<file path="src/rtl/moto_display_pkg.sv">
// Shared encodings for the dashboard RPM display: 7-segment digit patterns,
// converter state encoding and scan digit-index sizing.
package moto_display_pkg;

    localparam int BCD_W      = 12;
    localparam int DIGIT_W    = 2;
    localparam int NUM_DIGITS = 3;

    // Active-high patterns, bit0=a .. bit6=g.
    localparam logic [6:0] SEG_0     = 7'b0111111;
    localparam logic [6:0] SEG_1     = 7'b0000110;
    localparam logic [6:0] SEG_2     = 7'b1011011;
    localparam logic [6:0] SEG_3     = 7'b1001111;
    localparam logic [6:0] SEG_4     = 7'b1100110;
    localparam logic [6:0] SEG_5     = 7'b1101101;
    localparam logic [6:0] SEG_6     = 7'b1111101;
    localparam logic [6:0] SEG_7     = 7'b0000111;
    localparam logic [6:0] SEG_8     = 7'b1111111;
    localparam logic [6:0] SEG_9     = 7'b1101111;
    localparam logic [6:0] SEG_BLANK = 7'b0000000;

    typedef enum logic {
        CONV_IDLE  = 1'b0,
        CONV_SHIFT = 1'b1
    } conv_state_t;

    function automatic logic [6:0] seg_decode(input logic [3:0] nib);
        case (nib)
            4'd0:    return SEG_0;
            4'd1:    return SEG_1;
            4'd2:    return SEG_2;
            4'd3:    return SEG_3;
            4'd4:    return SEG_4;
            4'd5:    return SEG_5;
            4'd6:    return SEG_6;
            4'd7:    return SEG_7;
            4'd8:    return SEG_8;
            4'd9:    return SEG_9;
            default: return SEG_BLANK;
        endcase
    endfunction

endpackage

</file>
<file path="src/rtl/bin2bcd_seq.sv">
// Sequential double-dabble: converts an 8-bit binary value to three BCD digits
// in 8 SHIFT cycles, publishing the result with a one-cycle valid pulse.
module bin2bcd_seq
    import moto_display_pkg::*;
(
    input  logic        clk,
    input  logic        reset,
    input  logic        start,
    input  logic [7:0]  data,
    output logic [11:0] bcd,
    output logic        valid,
    output logic        state_dbg
);

    // Handshake: start is taken only while IDLE (state_dbg==0) and is ignored
    // during SHIFT; valid is high for exactly the one cycle after bcd updates.
    conv_state_t state, state_next;
    logic [19:0] sh, sh_next, adj;
    logic [2:0]  iter, iter_next;
    logic [11:0] bcd_next;
    logic        valid_next;
    logic        unused_msb;

    assign state_dbg  = state;
    assign unused_msb = adj[19];

    always_ff @(posedge clk or posedge reset) begin
        if (reset) begin
            state <= CONV_IDLE;
            sh    <= '0;
            iter  <= '0;
            bcd   <= '0;
            valid <= 1'b0;
        end else begin
            state <= state_next;
            sh    <= sh_next;
            iter  <= iter_next;
            bcd   <= bcd_next;
            valid <= valid_next;
        end
    end

    always_comb begin
        adj        = sh;
        state_next = state;
        sh_next    = sh;
        iter_next  = iter;
        bcd_next   = bcd;
        valid_next = 1'b0;
        for (int i = 0; i < 3; i++) begin
            if (sh[8+4*i +: 4] >= 4'd5) adj[8+4*i +: 4] = sh[8+4*i +: 4] + 4'd3;
        end
        case (state)
            CONV_IDLE: begin
                if (start) begin
                    sh_next    = {12'b0, data};
                    iter_next  = '0;
                    state_next = CONV_SHIFT;
                end
            end
            CONV_SHIFT: begin
                sh_next   = {adj[18:0], 1'b0};
                iter_next = iter + 3'd1;
                if (iter == 3'd7) begin
                    bcd_next   = sh_next[19:8];
                    valid_next = 1'b1;
                    state_next = CONV_IDLE;
                end
            end
            default: state_next = CONV_IDLE;
        endcase
    end

endmodule

</file>
<file path="src/rtl/rpm_display.sv">
// Dashboard RPM readout: converts data_RPM to BCD on change and scans three
// multiplexed 7-segment digits with leading-zero blanking.
module rpm_display
    import moto_display_pkg::*;
#(
    parameter int B              = 7,
    parameter int REFRESH_CNT    = 50000,
    parameter int SEG_ACTIVE_LOW = 0
) (
    input  logic         clk,
    input  logic         reset,
    input  logic [B:0]   data_RPM,
    output logic [6:0]   seg,
    output logic [2:0]   an,
    output logic [11:0]  bcd,
    output logic         bcd_valid
);

    localparam int   CNT_W = (REFRESH_CNT > 1) ? $clog2(REFRESH_CNT) : 1;
    localparam logic POL   = (SEG_ACTIVE_LOW != 0);

    logic [B:0]         last_val;
    logic               conv_busy, conv_start;
    logic [CNT_W-1:0]   refresh_cnt;
    logic [DIGIT_W-1:0] digit_idx;
    logic               terminal, blank;
    logic [3:0]         slot_nib;
    logic [2:0]         an_raw;
    logic [6:0]         seg_raw;

    // A change arriving mid-conversion stays pending until the engine is idle.
    assign conv_start = (data_RPM != last_val) && !conv_busy;

    bin2bcd_seq u_conv (
        .clk       (clk),
        .reset     (reset),
        .start     (conv_start),
        .data      (data_RPM),
        .bcd       (bcd),
        .valid     (bcd_valid),
        .state_dbg (conv_busy)
    );

    always_ff @(posedge clk or posedge reset) begin
        if (reset) last_val <= '0;
        else if (conv_start) last_val <= data_RPM;
    end

    assign terminal = (refresh_cnt == CNT_W'(REFRESH_CNT - 1));

    always_comb begin
        an_raw   = 3'b001;
        slot_nib = bcd[3:0];
        blank    = 1'b0;
        case (digit_idx)
            2'd1: begin
                an_raw   = 3'b010;
                slot_nib = bcd[7:4];
                blank    = (bcd[11:4] == 8'd0);
            end
            2'd2: begin
                an_raw   = 3'b100;
                slot_nib = bcd[11:8];
                blank    = (bcd[11:8] == 4'd0);
            end
            default: ;
        endcase
        seg_raw = blank ? SEG_BLANK : seg_decode(slot_nib);
    end

    always_ff @(posedge clk or posedge reset) begin
        if (reset) begin
            refresh_cnt <= '0;
            digit_idx   <= '0;
            an          <= {3{POL}};
            seg         <= {7{POL}};
        end else if (terminal) begin
            refresh_cnt <= '0;
            digit_idx   <= (digit_idx == DIGIT_W'(NUM_DIGITS - 1)) ? '0 : digit_idx + 1'b1;
            an          <= an_raw ^ {3{POL}};
            seg         <= seg_raw ^ {7{POL}};
        end else begin
            refresh_cnt <= refresh_cnt + 1'b1;
        end
    end

endmodule
</file>
<file path="config.mk">
export PLATFORM = sky130hd
export DESIGN_NAME = rpm_display
export DESIGN_NICKNAME = d
export VERILOG_FILES = /design/src/rtl/moto_display_pkg.sv /design/src/rtl/bin2bcd_seq.sv /design/src/rtl/rpm_display.sv
export SDC_FILE = /design/constraint.sdc
export NUM_CORES = 1
export LEC_CHECK = 0
export BUFFER_PORTS_ARGS = -buffer_cell sky130_fd_sc_hd__buf_4
export CAP_MARGIN = 40
export CORE_MARGIN = 3
export CORE_UTILIZATION = 30
export DETAILED_ROUTE_END_ITERATION = 8
export SYNTH_ARGS = -nofsm -noshare
export SYNTH_HDL_FRONTEND = slang
export SYNTH_SLANG_ARGS = --single-unit
export TNS_END_PERCENT = 1
</file>
<file path="constraint.sdc">
create_clock -name clk -period 5.9 [get_ports clk]
set_input_delay 0.295 -clock clk [delete_from_list [all_inputs] [get_ports clk]]
set_output_delay 0.295 -clock clk [all_outputs]
set_load 0.03 [all_outputs]
</file>
==> results by group <==
Hold path
  • Worst Hold Class: input port to async pin

Floorplan
  • Die footprint: 0.0130 mm2
  • I/O pins: 33
  • Core ar.: between 0.01 and 0.015 mm2
  • Die Height: between 100 and 150 um
  • Die width: 114 um
  • Initial Util: 0.315
  • # rows: 38

STA
  • Final setup fails: 0
  • Max-Slew Margin vs Limit: 0.524
  • Max frequency: roughly 410 MHz
  • Final hold violations: 0
  • Period utilisation layout: 0.411
  • Layout Skew: roughly 0.0054 ns
  • Setup Total Neg Slack: 0 ns
  • Final Slew Violations: 0
  • Unrepaired setup endpoints after global routing: no
  • Worst Tran Pin Value: approximately 0.71 ns
  • Final min period: around 2.4 ns
  • Post-route setup slack: roughly 3.5 ns

Worst setup path
  • CP cell instances: inv_1 -> ha_1 -> mux2i_1 -> inv_1 -> ha_1 -> mux2i_1 -> nor2_1 -> o31ai_1
  • R2R cell count: 8
  • Worst path bufs/invs: 2
  • Largest stage delay, worst path: 0.51 ns
  • CP arrival: approximately 2.7 ns
  • Critical path class: flop to flop
  • Req. time, crit path: between 6 and 7 ns
  • Max FO, Critical Path: 8
  • Worst R2R Start: digit_idx[1]$_DFFE_PP0N_
  • CP Capture Type: flop
  • Register-to-register setup slack: approximately 3.5 ns
  • Top delay family on crit path: adder cells
  • Startpoint Class: flop
  • Worst R2R End: seg[3]$_DFFE_PP0N_
  • CP max stage cell: mux2i_1

CTS
  • CTS max path bufs: 2
  • CTS Buf Count: 9
  • CTS clk-pin slew, worst paths: about 0.060 ns
  • CTS tree: done
  • Sink Count: between 70 and 80
  • CTS root buffer: clkbuf_16
  • Cts repair resizes: 0
  • Post-CTS Setup Bufs: 0
  • Worst-Skew Late Latency: ~0.33 ns
  • Htree depth: 3
  • Hold Buf Count CTS: 0

Run
  • Max-Cap Viols: 0

Global route
  • Grt ovf: 0
  • Global Route Usage Sum: 0.120
  • First-pass GRT wire length: ~12 mm
  • Initial antenna violation count: 0
  • Largest net degree at the start of global routing: 46
  • Vias in the first global route: roughly 2500

Cells and area
  • Layout Nets: 382
  • Commonest non-fill, non-tap cell in the layout: dfrtp_1
  • Layout cells sized above 1: 0.198
  • Commonest non-fill, non-tap cells in the layout: dfrtp_1 (72), nand2_1 (34), buf_4 (34), o21ai_0 (20)
  • Final instance area: 0.00418 mm2
  • Final Core Density: 0.376
  • Area growth from synthesis to layout: 19.0%
  • Inserted Diodes: 0

Routing
  • DRT Pass-1 Iters: 5
  • Final WL: 7.18 mm
  • Iter 0 DRT Violations: approximately 210
  • Vias per cell: 4.90
  • Final antenna-violating net count: 0
  • WL/cell: between 10 and 15 um
  • Via Count: ~2400
  • DR DRC count: 0

Yosys
  • Total nets after synthesis: around 350
  • Post-synthesis cell type count: 39
  • Sequential-to-total area share from yosys stat: 0.513
  • Synth area leader: dfrtp_1
  • Top-area cell type share of the netlist area: 0.513
  • Synth async-reset ratio: 1.00
  • Number of flops mapped to enable cells by yosys: 0
  • Syn. warnings: 0
  • Area contributors post-synth: dfrtp_1 (51%), ha_1 (6.8%), mux2_2 (4.8%)
  • Instance count of the mapped netlist: between 300 and 400
  • Synth Register Bits: 72
  • Post-synth top flop: dfrtp_1
  • Mapped Avg Cell Area: between 10 and 15 um2
  • Mapped Area: ~0.0035 mm2

Placement
  • DP HPWL: 5.09 mm
  • Dpl ws: ~3.5 ns
  • PortBufs: 32
  • DP Area: 0.00391 mm2
  • Routability cong.: 0.763

Power
  • Lkg Pwr: 1.98 nW
  • Worst vdd ir: 0.318 mV
  • PwrDens: around 470 mW/mm2
  • Power, Total: between 1.5 and 2 mW

Run status
  • Run status: finished, final reports clean
## report_power, final
group	internal (mW)	leakage (nW)	switching (mW)
sequential	0.638	0.921	0.143
combinational	0.332	0.936	0.368
clock	0.284	0.126	0.203
total	1.25	1.98	0.714
## state kept, by name (all words and copies together) (netlist names)
name and count:
last_val 8, an 2, u_conv.sh 20, u_conv.state_dbg 1
u_conv.iter 3, refresh_cnt 16, seg 7, u_conv.bcd 12
u_conv.valid 1, digit_idx 2
## layout make-up
class | instances | area, um2
inverter | 21 | 78.8
timing repair buffer | 35 | 283
clock buffer | 11 | 233
clock inverter | 5 | 33.8
multi-input combinational | 214 | 1570
tap | 140 | 175
sequential | 72 | 1800
fill | 1103 | 6950
## how the worst max path moves through the flow
| stage | to | cells past startpoint | slack, ns | startpoint |
|---|---|---|---|---|
| after CTS | seg[3]$_DFFE_PP0N_ | 8 | 3.44 | digit_idx[1]$_DFFE_PP0N_ |
| after detailed placement | seg[3]$_DFFE_PP0N_ | 8 | 3.45 | digit_idx[1]$_DFFE_PP0N_ |
| after global placement | seg[3]$_DFFE_PP0N_ | 8 | 3.56 | digit_idx[1]$_DFFE_PP0N_ |
| final | seg[3]$_DFFE_PP0N_ | 8 | 3.48 | digit_idx[1]$_DFFE_PP0N_ |
| after global routing | seg[3]$_DFFE_PP0N_ | 8 | 3.20 | digit_idx[1]$_DFFE_PP0N_ |
| after floorplan | seg[3]$_DFFE_PP0N_ | 9 | 3.73 | digit_idx[1]$_DFFE_PP0N_ |
## layer usage
layer | up-vias | part of all wire | global-route usage
met2 | 57 | 0.46 | 0.178
met4 | 0 | 0.014 | 0.0420
li1 | 1189 | - | -
met1 | 1185 | 0.47 | 0.160
met5 | - | 0 | 0
met3 | 8 | 0.054 | 0.0444
## worst min-delay path, cell delays in order
cell and delay, ns:
buf_4 0.11, inv_2 0.03, buf_4 0.33
## synth_stat cells, types with 5 or more instances
cell type	number
nor2_1	14
xnor2_1	18
ha_1	19
mux2i_1	10
buf_2	5
mux2_2	15
dfrtp_1	72
a22o_1	12
clkbuf_1	5
nand4_1	5
a21oi_1	10
and3_1	7
nand2_1	34
a222oi_1	7
inv_1	20
nand3_1	6
xor2_1	5
o21ai_0	20
## logic make-up after synthesis
| family | count (synthesis) | share of synthesized area |
|---|---|---|
| AO/OA/AOI/OAI | 61 | 0.120 |
| XOR/XNOR | 23 | 0.0574 |
| adder cells (fa/ha/maj) | 19 | 0.0677 |
| buffers and inverters | 33 | 0.0385 |
| flip-flops | 72 | 0.513 |
| multiplexers | 26 | 0.0831 |
| AND/OR/NAND/NOR | 85 | 0.120 |
## stage by stage
stage,instances,hold WS (ns)
floorplan,319,0.420
global placement,481,0.464
detailed placement,482,0.396
CTS,498,0.0380
global route,498,0.0544
finish,498,0.0310
No activity file was read; power rests on OpenSTA's default activity.
